## src/rtl/two_way_stream_demux_if.sv

```systemverilog
// Stream bundle for two_way_stream_demux: one input stream, two output streams, occupancy.
// DEMUX_STATS_EN adds the statistics counter signals.
interface two_way_stream_demux_if #(
  parameter int DWIDTH = 32,
  parameter int DEPTH  = 2,
  parameter int CWIDTH = 16
);
  localparam int CNTW = $clog2(DEPTH) + 1;

  logic              in_valid;
  logic              in_ready;
  logic              in_sel;
  logic [DWIDTH-1:0] in_data;
  logic              out1_valid;
  logic              out1_ready;
  logic [DWIDTH-1:0] out1_data;
  logic              out2_valid;
  logic              out2_ready;
  logic [DWIDTH-1:0] out2_data;
  logic [CNTW-1:0]   out1_count;
  logic [CNTW-1:0]   out2_count;
`ifdef DEMUX_STATS_EN
  logic [CWIDTH-1:0] stat1_xfers;
  logic [CWIDTH-1:0] stat2_xfers;
  logic [CWIDTH-1:0] stat_stall_cycles;

  modport master (
    output in_valid, in_sel, in_data, out1_ready, out2_ready,
    input  in_ready, out1_valid, out1_data, out2_valid, out2_data,
    input  out1_count, out2_count, stat1_xfers, stat2_xfers, stat_stall_cycles
  );
  modport slave (
    input  in_valid, in_sel, in_data, out1_ready, out2_ready,
    output in_ready, out1_valid, out1_data, out2_valid, out2_data,
    output out1_count, out2_count, stat1_xfers, stat2_xfers, stat_stall_cycles
  );
`else
  modport master (
    output in_valid, in_sel, in_data, out1_ready, out2_ready,
    input  in_ready, out1_valid, out1_data, out2_valid, out2_data,
    input  out1_count, out2_count
  );
  modport slave (
    input  in_valid, in_sel, in_data, out1_ready, out2_ready,
    output in_ready, out1_valid, out1_data, out2_valid, out2_data,
    output out1_count, out2_count
  );
`endif
endinterface

```

## src/rtl/two_way_stream_demux.sv

```systemverilog
// Registered 1-to-2 stream router with a private FIFO per output.
// Define DEMUX_STATS_EN to add pop/stall statistics counters.
module two_way_stream_demux #(
  parameter int DWIDTH = 32,
  parameter int DEPTH  = 2,
  parameter int CWIDTH = 16
) (
  input  logic                  clk,
  input  logic                  reset,
  two_way_stream_demux_if.slave bus
);
  localparam int PW   = $clog2(DEPTH);
  localparam int CNTW = PW + 1;

  logic [1:0]        w_push;
  logic [1:0]        w_pop;
  logic [1:0]        w_full;
  logic [1:0]        w_out_ready;
  logic [CNTW-1:0]   w_count [2];
  logic [DWIDTH-1:0] w_head  [2];

  assign w_out_ready = {bus.out2_ready, bus.out1_ready};

  // Only the addressed FIFO's fullness gates acceptance, so a stalled consumer never blocks the other path.
  assign bus.in_ready = !w_full[bus.in_sel];

  generate
    for (genvar gi = 0; gi < 2; gi++) begin : g_fifo
      logic [DWIDTH-1:0] r_mem [DEPTH];
      logic [PW-1:0]     r_wr_ptr;
      logic [PW-1:0]     r_rd_ptr;
      logic [CNTW-1:0]   r_count;

      assign w_full[gi] = (r_count == CNTW'(DEPTH));
      assign w_push[gi] = bus.in_valid && !w_full[gi] && (bus.in_sel == 1'(gi));
      assign w_pop[gi]  = (r_count != '0) && w_out_ready[gi];

      always_ff @(posedge clk) begin
        if (reset) begin
          r_wr_ptr <= '0;
          r_rd_ptr <= '0;
          r_count  <= '0;
        end else begin
          if (w_push[gi]) r_wr_ptr <= r_wr_ptr + 1'b1;
          if (w_pop[gi])  r_rd_ptr <= r_rd_ptr + 1'b1;
          case ({w_push[gi], w_pop[gi]})
            2'b10:   r_count <= r_count + 1'b1;
            2'b01:   r_count <= r_count - 1'b1;
            default: r_count <= r_count;
          endcase
        end
      end

      // Storage needs no reset: the head is forced to zero whenever the FIFO is empty.
      always_ff @(posedge clk) begin
        if (w_push[gi]) r_mem[r_wr_ptr] <= bus.in_data;
      end

      assign w_count[gi] = r_count;
      assign w_head[gi]  = (r_count != '0) ? r_mem[r_rd_ptr] : '0;
    end
  endgenerate

  assign bus.out1_valid = (w_count[0] != '0);
  assign bus.out2_valid = (w_count[1] != '0);
  assign bus.out1_data  = w_head[0];
  assign bus.out2_data  = w_head[1];
  assign bus.out1_count = w_count[0];
  assign bus.out2_count = w_count[1];

`ifdef DEMUX_STATS_EN
  logic [CWIDTH-1:0] r_stat1_xfers;
  logic [CWIDTH-1:0] r_stat2_xfers;
  logic [CWIDTH-1:0] r_stat_stall_cycles;

  always_ff @(posedge clk) begin
    if (reset) begin
      r_stat1_xfers       <= '0;
      r_stat2_xfers       <= '0;
      r_stat_stall_cycles <= '0;
    end else begin
      if (w_pop[0]) r_stat1_xfers <= r_stat1_xfers + 1'b1;
      if (w_pop[1]) r_stat2_xfers <= r_stat2_xfers + 1'b1;
      if (bus.in_valid && !bus.in_ready) r_stat_stall_cycles <= r_stat_stall_cycles + 1'b1;
    end
  end

  assign bus.stat1_xfers       = r_stat1_xfers;
  assign bus.stat2_xfers       = r_stat2_xfers;
  assign bus.stat_stall_cycles = r_stat_stall_cycles;
`endif
endmodule

```

## src/flat_wrapper.sv

```systemverilog
// flat-port wrapper written by rule: the top's interface ports become plain ports
module two_way_stream_demux_flat 
#(
  parameter int DWIDTH = 32,
  parameter int DEPTH  = 2,
  parameter int CWIDTH = 16
)
  (clk, reset, bus_in_valid, bus_in_sel, bus_in_data, bus_out1_ready, bus_out2_ready, bus_in_ready, bus_out1_valid, bus_out1_data, bus_out2_valid, bus_out2_data, bus_out1_count, bus_out2_count);
  two_way_stream_demux_if #(.DWIDTH(DWIDTH), .DEPTH(DEPTH), .CWIDTH(CWIDTH)) bus_i ();
  input  logic clk;
  input  logic reset;
  input wire logic [$bits(bus_i.in_valid)-1:0] bus_in_valid;
  input wire logic [$bits(bus_i.in_sel)-1:0] bus_in_sel;
  input wire logic [$bits(bus_i.in_data)-1:0] bus_in_data;
  input wire logic [$bits(bus_i.out1_ready)-1:0] bus_out1_ready;
  input wire logic [$bits(bus_i.out2_ready)-1:0] bus_out2_ready;
  output wire logic [$bits(bus_i.in_ready)-1:0] bus_in_ready;
  output wire logic [$bits(bus_i.out1_valid)-1:0] bus_out1_valid;
  output wire logic [$bits(bus_i.out1_data)-1:0] bus_out1_data;
  output wire logic [$bits(bus_i.out2_valid)-1:0] bus_out2_valid;
  output wire logic [$bits(bus_i.out2_data)-1:0] bus_out2_data;
  output wire logic [$bits(bus_i.out1_count)-1:0] bus_out1_count;
  output wire logic [$bits(bus_i.out2_count)-1:0] bus_out2_count;
  assign bus_i.in_valid = bus_in_valid;
  assign bus_i.in_sel = bus_in_sel;
  assign bus_i.in_data = bus_in_data;
  assign bus_i.out1_ready = bus_out1_ready;
  assign bus_i.out2_ready = bus_out2_ready;
  assign bus_in_ready = bus_i.in_ready;
  assign bus_out1_valid = bus_i.out1_valid;
  assign bus_out1_data = bus_i.out1_data;
  assign bus_out2_valid = bus_i.out2_valid;
  assign bus_out2_data = bus_i.out2_data;
  assign bus_out1_count = bus_i.out1_count;
  assign bus_out2_count = bus_i.out2_count;
  two_way_stream_demux #(.DWIDTH(DWIDTH), .DEPTH(DEPTH), .CWIDTH(CWIDTH)) u_core (.clk(clk), .reset(reset), .bus(bus_i));
endmodule
```

## config.mk

```make
export PLATFORM = sky130hd
export DESIGN_NAME = two_way_stream_demux_flat
export DESIGN_NICKNAME = d
export VERILOG_FILES = /design/src/rtl/two_way_stream_demux_if.sv /design/src/rtl/two_way_stream_demux.sv /design/src/flat_wrapper.sv
export SDC_FILE = /design/constraint.sdc
export NUM_CORES = 1
export LEC_CHECK = 0
export BUFFER_PORTS_ARGS = -buffer_cell sky130_fd_sc_hd__clkbuf_2
export CAP_MARGIN = 20
export CORE_MARGIN = 5
export CORE_UTILIZATION = 56
export CTS_BUF_LIST = sky130_fd_sc_hd__clkbuf_2
export DETAILED_ROUTE_END_ITERATION = 10
export GPL_ROUTABILITY_DRIVEN = 0
export PLACE_DENSITY = 0.81
export SLEW_MARGIN = 20
export SYNTH_ARGS = -nofsm -noshare
export SYNTH_HDL_FRONTEND = slang
export SYNTH_SLANG_ARGS = --single-unit
```

## constraint.sdc

```tcl
create_clock -name clk -period 3.4 [get_ports clk]
set_clock_uncertainty 0.15 [all_clocks]
set_input_delay 0.34 -clock clk [delete_from_list [all_inputs] [get_ports clk]]
set_output_delay 0.34 -clock clk [all_outputs]
set_load 0.05 [all_outputs]
```

==> metrics <==
hpwl dp=6.49 mm; CTS clk-pin slew, worst paths=0.21 ns; H-tree Lvls=4; worst vdd ir=0.665 mV; CP peak stage delay=0.67 ns; Slew HR=37.3%; most common cell in the synthesized netlist=edfxtp_1; crit path DAT=2.37 ns; Hold Crit Class=input pin to register; GRT Overall Usage=19.2%; largest net degree at the start of global routing=34; Core Area=9200 um^2; Synth Register Bits=138; chip height=107 um; final layout net count=527; layout cells sized above 1=30.8%; MaxCap Viol Count=0; final wirelength=10.2 mm; CTS root buffer=clkbuf_2; post-layout util=71.3%; Crit Path Category=register to output port; outcome=completed; Final period util=84.0%; post-route ant nets=0; CP cell instances=buf_4, mux2i_1, nor2_1, clkbuf_2; vias per cell=5.08; met3 wire length=631 um; post-synth cell types=17; Syn Nets=370; DIE WIDTH=107 um; Fin. Hold Viols=0; fmax=350 MHz; Crit. End Element=output port; CTS Sinks=138; die footprint=11400 um^2; unrepaired setup endpoints after global routing=false; pwr/cell area=826 nW/um^2; Tmin final=2.86 ns; leading cell types by total area after synthesis=edfxtp_1, mux2i_1, nor2_1, dfxtp_1, buf_2; global-route wire length before repair=16.3 mm; vias in the first global route=3266; n_diodes=0; worst-case clock buffer depth=2; total number of yosys warnings=0; instance count of the mapped netlist=330; Post-synth top cells=edfxtp_1, nor2_1, mux2i_1, buf_2, dfxtp_1; total negative setup slack=0 ns; highest metal used=met4; DR WL met2=5.24 mm; Worst-Skew Late Latency=0.64 ns; CP bufs+invs=2; delay-heaviest family, CP=buffers and inverters; Setup violations, final=0; via count=3105; number of flops mapped to enable cells by yosys=128; TritonCTS clock tree=built; Critical-path top delay cell=dfxtp_2; final max-slew violation count=0; leak pwr=0.00247 uW; IO Port Bufs=108; post-synthesis cell area=5270 um^2; Avg Inst Size Synth=16.0 um^2; WP data required=2.91 ns; num rows=35; routed length per instance=16.7 um; wl on met1=4.25 mm; total CTS buffers=17; IO Pins=109; initial antenna violation count=0; area grow syn2layout=24.5%; CP max FO=19; Worst Setup Start Kind=register; Main synth FF type=edfxtp_1; Residual DRC=0; Synth area leader=edfxtp_1; DRT Pass-1 Iters=4; top cell type's share of synthesized area=73.0%; Starting Density=57.3%; sequential area share after synthesis=76.8%; Overflow after GRT=0; FFs w/ async S/R, synth=0%; number of DRC markers in iteration 0=137; Worst Tran Pin Value=0.938 ns; Post-CTS Setup Repair Bufs=0
-- path summary, 6_finish.rpt --
check	start	to	slack, ns	depth (start not counted)
setup reg to reg	u_core.bus.out2_count[0]	u_core.g_fifo[1].r_mem[1][16]	1.14	4
setup / recovery	register	bus_out2_data[13]	0.54	4
hold / removal	bus_in_data[26]	u_core.g_fifo[0].r_mem[1][26]	0.29	2
hold reg to reg	u_core.g_fifo[1].r_wr_ptr	u_core.g_fifo[1].r_wr_ptr	0.36	2
-- routing by layer --
metal | GRT usage [%] | vias up
li1 | - | 1517
met1 | 22.9 | 1484
met2 | 33.5 | 95
met3 | 5.78 | 9
met4 | 5.94 | 0
met5 | 0 | -
-- cell families (layout without fill, tap and decap cells) --
logic type / Yosys count / in the layout / synth area share (%)
and+or+nand+nor: 86 / 86 / 6.60
adders and majority gates: 2 / 2 / 0.475
buffers and inverters: 23 / 193 / 1.95
xor gates and xnor gates: 6 / 6 / 0.998
DFF: 138 / 138 / 76.8
AOI/OAI and AO/OA: 11 / 11 / 1.05
muxes: 64 / 64 / 12.2
-- sequential cells by signal (all words and copies together) (netlist names), named ones only --
name / count
u_core.bus.out1_count: 2
u_core.bus.out2_count: 2
u_core.g_fifo.r_mem: 128
u_core.g_fifo.r_rd_ptr: 2
u_core.g_fifo.r_wr_ptr: 2
-- cells in the final DEF (no fill, tap or decap), types with 2 or more instances in the layout --
master	instances
a21oi_1	5
clkinvlp_4	4
o21ai_0	6
xnor2_1	2
dfxtp_2	2
dlygate4sd3_1	38
edfxtp_1	128
nor2_4	3
nand2b_1	3
nor2b_1	2
clkinv_4	2
inv_6	2
mux2i_1	64
clkbuf_2	125
ha_1	2
xor2_1	4
inv_1	8
or3_1	4
clkinv_2	6
nor2_1	71
buf_4	6
dfxtp_1	8
-- per-stage QoR --
stage	cell area [um^2]	setup WS (ns)	cells	power [uW]	hold WS, ns
after floorplan	5270	0.283	330	4030	0.289
after global placement	5970	1.25	541	4570	0.325
after detailed placement	5970	1.17	541	4610	0.339
after CTS	6560	0.458	611	5460	0.236
after global routing	6560	0.352	611	5700	0.225
final	6560	0.543	611	5420	0.295
-- timing repair --
action	CTS	global route
setup endpoints to repair	0	0
gates resized for setup	0	0
hold buffers	38	0
hold endpoints to repair	138	0
-- power breakdown --
group | total (uW) | switching [uW] | internal [uW]
Combinational | 2440 | 1840 | 592
Clock | 835 | 575 | 260
Sequential | 2150 | 148 | 2000
Total | 5420 | 2570 | 2850
-- final cells by class --
class	instances	area, um^2
multi-input combinational	169	1150
timing repair buffer	153	986
clock buffer	17	85.1
fill	606	2640
inverter	8	30.0
tap	111	139
clock inverter	15	125
sequential	138	4050
Note: power is estimated with default switching activity, not from simulation.
